**src/rtl/pe_bs_requant_drain_if.sv**
```systemverilog
// Output stream from the requant drain to the activation buffer.
interface pe_bs_requant_drain_if #(
  parameter int OUT_W = 8
);
  logic [OUT_W-1:0] out_data;
  logic [1:0]       out_idx;
  logic             out_last;
  logic             out_valid;
  logic             out_ready;

  modport master (
    output out_data, out_idx, out_last, out_valid,
    input  out_ready
  );

  modport slave (
    input  out_data, out_idx, out_last, out_valid,
    output out_ready
  );
endinterface

```
**src/rtl/pe_bs_requant_drain.sv**
```systemverilog
// Drain stage for the three-lane barrel-shift PE: captures the accumulator
// triplet, requantizes each lane (round-half-up, shift, saturate) and
// serializes the three words over a valid/ready stream.
//
// state | meaning
// IDLE  | no triplet held, waiting for cap
// L0    | presenting lane 0 (y1)
// L1    | presenting lane 1 (y2)
// L2    | presenting lane 2 (y3), last word of the triplet
module pe_bs_requant_drain #(
  parameter int IN_W  = 16,
  parameter int OUT_W = 8,
  parameter int SH_W  = 4
) (
  input  logic            clk,
  input  logic            rst,
  input  logic [IN_W-1:0] y1,
  input  logic [IN_W-1:0] y2,
  input  logic [IN_W-1:0] y3,
  input  logic            cap,
  input  logic [SH_W-1:0] qshift,
  output logic            busy,
  output logic            overrun,
  input  logic            clr_ovr,
  pe_bs_requant_drain_if.master bus
);

  typedef enum logic [1:0] {IDLE, L0, L1, L2} state_t;

  state_t          state, state_nxt;
  logic [IN_W-1:0] sh_y1, sh_y2, sh_y3;
  logic [SH_W-1:0] sh_q;
  logic            fire;
  logic            capture;
  logic            drop;

  // One extra bit keeps v + rnd from wrapping at full-scale inputs.
  function automatic logic [OUT_W-1:0] requant(input logic [IN_W-1:0] v,
                                               input logic [SH_W-1:0] q);
    logic [IN_W:0] rnd;
    logic [IN_W:0] sum;
    logic [IN_W:0] r;
    rnd = (q == '0) ? '0 : ((IN_W+1)'(1) << (q - SH_W'(1)));
    sum = {1'b0, v} + rnd;
    r   = sum >> q;
    if (|r[IN_W:OUT_W]) return {OUT_W{1'b1}};
    return r[OUT_W-1:0];
  endfunction

  assign fire = bus.out_valid && bus.out_ready;

  // State register.
  always_ff @(posedge clk) begin
    if (rst) state <= IDLE;
    else     state <= state_nxt;
  end

  // Next state, capture/drop decisions and stream outputs from held state.
  always_comb begin
    state_nxt     = state;
    capture       = 1'b0;
    drop          = 1'b0;
    bus.out_valid = 1'b0;
    bus.out_idx   = 2'd0;
    bus.out_last  = 1'b0;
    bus.out_data  = '0;
    case (state)
      IDLE: begin
        if (cap) begin
          capture   = 1'b1;
          state_nxt = L0;
        end
      end
      L0: begin
        bus.out_valid = 1'b1;
        bus.out_idx   = 2'd0;
        bus.out_data  = requant(sh_y1, sh_q);
        drop          = cap;
        if (fire) state_nxt = L1;
      end
      L1: begin
        bus.out_valid = 1'b1;
        bus.out_idx   = 2'd1;
        bus.out_data  = requant(sh_y2, sh_q);
        drop          = cap;
        if (fire) state_nxt = L2;
      end
      L2: begin
        bus.out_valid = 1'b1;
        bus.out_idx   = 2'd2;
        bus.out_last  = 1'b1;
        bus.out_data  = requant(sh_y3, sh_q);
        if (fire) begin
          // Back-to-back triplet: recapture on the final handshake, no bubble.
          capture   = cap;
          state_nxt = cap ? L0 : IDLE;
        end else begin
          drop = cap;
        end
      end
      default: state_nxt = IDLE;
    endcase
  end

  // Shadow registers hold the triplet so PE inputs can move on freely.
  always_ff @(posedge clk) begin
    if (rst) begin
      sh_y1 <= '0;
      sh_y2 <= '0;
      sh_y3 <= '0;
      sh_q  <= '0;
    end else if (capture) begin
      sh_y1 <= y1;
      sh_y2 <= y2;
      sh_y3 <= y3;
      sh_q  <= qshift;
    end
  end

  // Sticky overrun flag; a new drop outranks a simultaneous clear.
  always_ff @(posedge clk) begin
    if (rst)          overrun <= 1'b0;
    else if (drop)    overrun <= 1'b1;
    else if (clr_ovr) overrun <= 1'b0;
  end

  assign busy = (state != IDLE);

endmodule

```
**src/flat_wrapper.sv**
```systemverilog
// flat-port wrapper written by rule: the top's interface ports become plain ports
module pe_bs_requant_drain_flat 
#(
  parameter int IN_W  = 16,
  parameter int OUT_W = 8,
  parameter int SH_W  = 4
)
  (clk, rst, y1, y2, y3, cap, qshift, busy, overrun, clr_ovr, bus_out_data, bus_out_idx, bus_out_last, bus_out_valid, bus_out_ready);
  pe_bs_requant_drain_if #(.OUT_W(OUT_W)) bus_i ();
  input  logic clk;
  input  logic rst;
  input  logic [IN_W-1:0] y1;
  input  logic [IN_W-1:0] y2;
  input  logic [IN_W-1:0] y3;
  input  logic cap;
  input  logic [SH_W-1:0] qshift;
  output logic busy;
  output logic overrun;
  input  logic clr_ovr;
  output wire logic [$bits(bus_i.out_data)-1:0] bus_out_data;
  output wire logic [$bits(bus_i.out_idx)-1:0] bus_out_idx;
  output wire logic [$bits(bus_i.out_last)-1:0] bus_out_last;
  output wire logic [$bits(bus_i.out_valid)-1:0] bus_out_valid;
  input wire logic [$bits(bus_i.out_ready)-1:0] bus_out_ready;
  assign bus_out_data = bus_i.out_data;
  assign bus_out_idx = bus_i.out_idx;
  assign bus_out_last = bus_i.out_last;
  assign bus_out_valid = bus_i.out_valid;
  assign bus_i.out_ready = bus_out_ready;
  pe_bs_requant_drain #(.IN_W(IN_W), .OUT_W(OUT_W), .SH_W(SH_W)) u_core (.clk(clk), .rst(rst), .y1(y1), .y2(y2), .y3(y3), .cap(cap), .qshift(qshift), .busy(busy), .overrun(overrun), .clr_ovr(clr_ovr), .bus(bus_i));
endmodule
```
**config.mk**
```make
export PLATFORM = sky130hd
export DESIGN_NAME = pe_bs_requant_drain_flat
export DESIGN_NICKNAME = d
export VERILOG_FILES = /design/src/rtl/pe_bs_requant_drain_if.sv /design/src/rtl/pe_bs_requant_drain.sv /design/src/flat_wrapper.sv
export SDC_FILE = /design/constraint.sdc
export NUM_CORES = 1
export LEC_CHECK = 0
export ABC_AREA = 1
export CAP_MARGIN = 20
export CORE_MARGIN = 4
export CORE_UTILIZATION = 64
export DETAILED_ROUTE_END_ITERATION = 8
export PLACE_DENSITY = 0.93
export SLEW_MARGIN = 20
export SYNTH_ARGS = -nofsm -noshare
export SYNTH_HDL_FRONTEND = slang
export SYNTH_SLANG_ARGS = --single-unit
export TNS_END_PERCENT = 100
```
**constraint.sdc**
```tcl
create_clock -name clk -period 8.5 [get_ports clk]
set_input_delay 1.275 -clock clk [delete_from_list [all_inputs] [get_ports clk]]
set_output_delay 1.275 -clock clk [all_outputs]
set_load 0.02 [all_outputs]
```
==> run_results.csv <==
group,metric,value,unit
sta,fin_crit_sh,87.5,%
sta,max_slew_margin,25.6,%
logic_synthesis,synth.distinct_cells,45,
run_status,status,"finished clean",
cts,cts.clk_slew.worst_paths,0.12,ns
cts,htreeDepth,2,
worst_setup_path,reg2reg_depth,8,
sta,finalHoldViolations,0,
global_route,antenna_found_initial,0,
sta,post-route-min-period,7.44,ns
place,port_buffers,70,
cts,post-cts-setup-buffers,0,
cts,cts_buffer_depth,2,
worst_setup_path,crit_required,7.22,ns
floorplan,io_pins,71,
sta,clock_skew,0.0197,ns
sta,slew_viol_final,0,
floorplan,start_util,65.3,%
global_route,grt_max_degree,54,
floorplan,num_rows,38,
global_route,grtUsageMet3,7.38,%
min_path,holdCritPathClass,"reg2reg",
routing,drt-total-wl,23.6,mm
cts,worstSkewPairLatency,0.34,ns
finish,drive_above_1_share,6.36,%
finish,area_growth,11.3,%
cts,clock_sinks,55,
sta,max_freq,134,MHz
cts,cts_made_buffers,5,
power_and_ir_drop,power_density,337,nW/um^2
place,place.gp.congestion,1.05,
finish,stdcell_count,1414,
finish,fill_cells,973,
sta,fin_setup_tns,0,ns
sta,fin_ws,1.06,ns
routing,drt_iter0_drc,1340,
place,placed_cells,1406,
logic_synthesis,synth.largest_area_cell,"nand2_1",
worst_setup_path,crit_type,"reg2out",
place,hpwl,18.4,mm
finish,final_nets,1371,
min_path,hold_depth,2,
floorplan,fp.coreArea,10800,sq um
logic_synthesis,synth_area,7080,sq um
worst_setup_path,arrival,6.17,ns
cts,cts_tree,"done",
cts,cts_resized,0,
worst_setup_path,path_max_fanout,12,
logic_synthesis,yosys_warnings,0,
power_and_ir_drop,p_leak,3.86,nW
power_and_ir_drop,irDropWorstVdd,254,uV
cts,cts-root-buf,"clkbuf_8",
worst_setup_path,crit_chain,"nor2_1 > clkinv_1 > nor2_1 > ha_1 > inv_1 > fa_1 > inv_1 > nand4_1 > nand3_1 > nand2_1 > nand2_1 > nand2_1 > xor2_1 > nand2_1 > o21ai_0 > o21ai_0 > o21ai_0 > a21oi_1 > nand3_1 > nand2_1 > nand3_1 > nand2_1 > inv_1 > clkdlybuf4s50_1",
finish,diodes,0,
finish,mostFrequentLayoutCell,"nand2_1",
worst_setup_path,crit_slowest_cell,"nor2_1",
routing,routed-via-count,8721,
logic_synthesis,synthFlopType,"dfxtp_1",
place,dpl_worst_slack,1.68,ns
worst_setup_path,r2r_setup_slack,6.04,ns
logic_synthesis,avgSynthCellArea,5.70,sq um
global_route,grt_pass1_vias,7756,
global_route,overflow,0,
routing,routedWlPerCell,16.7,um
routing,drt_pre_antenna_iters,8,
routing,ant_nets,0,
worst_setup_path,start_kind,"flip-flop",
logic_synthesis,synth.area.top_cells,"nand2_1, dfxtp_1, nand3_1, ha_1, o21ai_0",
routing,drc,0,
sta,whs,0.488,ns
logic_synthesis,synthCells,1241,
logic_synthesis,yosys_register_bits,55,
routing,viasPerCell,6.17,
job,maxCapViolCount,0,
worst_setup_path,cpPeakStageDelay,0.82,ns
logic_synthesis,seq_area_frac_synth,15.6,%
global_route,top_usage_layer,"met2",
worst_setup_path,cp_common_cell,"nand2_1",
logic_synthesis,synth_edf_count,0,
worst_setup_path,cp-end-kind,"output port",
power_and_ir_drop,p_total,2.65,mW
cts,cts_hold_buf,0,
sta,rsz0062_at_grt,"false",
finish,final_cell_mix,"nand2_1, nand3_1, nor2_1",
floorplan,die_w,113,um
global_route,grt_pass1_wl,38.3,mm
global_route,track_usage,36.4,%
logic_synthesis,async_flop_share,0,%
global_route,met1_usage,50.9,%
floorplan,die_h,113,um
sta,tightest_slew,1.11,ns
global_route,grtUsageMet2,54.9,%
sta,finalSetupViolCount,0,
floorplan,die-area,12800,sq um
logic_synthesis,synth_top_area_share,17.2,%
==> area by class of cell <==
| class | count | area (sq um) | share of cell area (%) |
|---|---|---|---|
| multi-input combinational | 1010 | 5290 | 67.1 |
| clock inverter | 2 | 16.3 | 0.206 |
| inverter | 123 | 462 | 5.86 |
| sequential | 55 | 1100 | 14.0 |
| timing repair buffer | 78 | 761 | 9.66 |
| clock buffer | 6 | 72.6 | 0.921 |
| tap | 140 | 175 | 2.22 |
==> cell usage after synthesis, types with 4 or more instances <==
cell,instances
nand2_1,325
nand3_1,213
nor2_1,111
inv_1,107
o21ai_0,95
dfxtp_1,55
a21oi_1,51
ha_1,38
nand4_1,34
clkbuf_1,33
o211ai_1,16
inv_2,15
xor2_1,15
nand2_2,14
nor3_1,12
buf_1,11
mux2i_1,8
nand3_2,8
xnor2_1,8
buf_4,7
nor2_2,5
o21bai_1,5
or2_2,5
buf_2,4
nor2_4,4
nor3_2,4
o221ai_1,4
==> worst max-delay path, delay by kind of cell, from the launching register on <==
family,cells,cell delay (ns)
buf+inv,5,1.36
xor+xnor,1,0.16
fa+ha+maj,2,0.69
compound gates,4,0.90
simple gates,12,2.15
flops,1,0.54
==> metal layers <==
layer,vias to the layer above,part of all wire [%]
met1,3851,43
met4,0,4.3
met2,580,42
met5,-,0
met3,78,11
li1,4212,-
==> sequential cells by signal (all words and copies together) (netlist names) <==
signal,count
u_core.sh_y1,16
u_core.sh_y2,16
u_core.sh_y3,16
u_core.sh_q,4
u_core.state,2
u_core.overrun,1
==> per-stage QoR <==
stage | utilization, % | instance area [sq um]
finish | 72.7 | 7880
detailed placement | 71.8 | 7790
global placement | 71.8 | 7790
global route | 72.7 | 7880
floorplan | - | 7080
CTS | 72.7 | 7880
==> worst paths after layout <==
kind,start,endpoint
hold reg to reg,u_core.sh_y3[8],u_core.sh_y3[8]
setup / recovery,u_core.sh_q[3],bus_out_data[7]
setup reg to reg,u_core.state[0],u_core.sh_y1[3]
hold / removal,u_core.sh_y3[8],u_core.sh_y3[8]
==> kinds of logic after synthesis <==
| kind of cell | count (synthesis) | synth area share [%] |
|---|---|---|
| adders and majority gates | 41 | 7.57 |
| buffers and inverters | 178 | 9.88 |
| xor gates and xnor gates | 23 | 2.85 |
| and+or+nand+nor | 743 | 47.6 |
| DFF | 55 | 15.6 |
| AOI/OAI and AO/OA | 192 | 15.3 |
| other | 1 | 0.0530 |
| muxes | 8 | 1.13 |
==> where the power goes <==
part           switching, mW  internal [mW]  leakage (nW)  total [mW]
combinational           1.36          0.674          3.36        2.03
sequential             0.103          0.356         0.454       0.459
clock                  0.101         0.0596        0.0418       0.161
(Power assumes the default switching activity.)
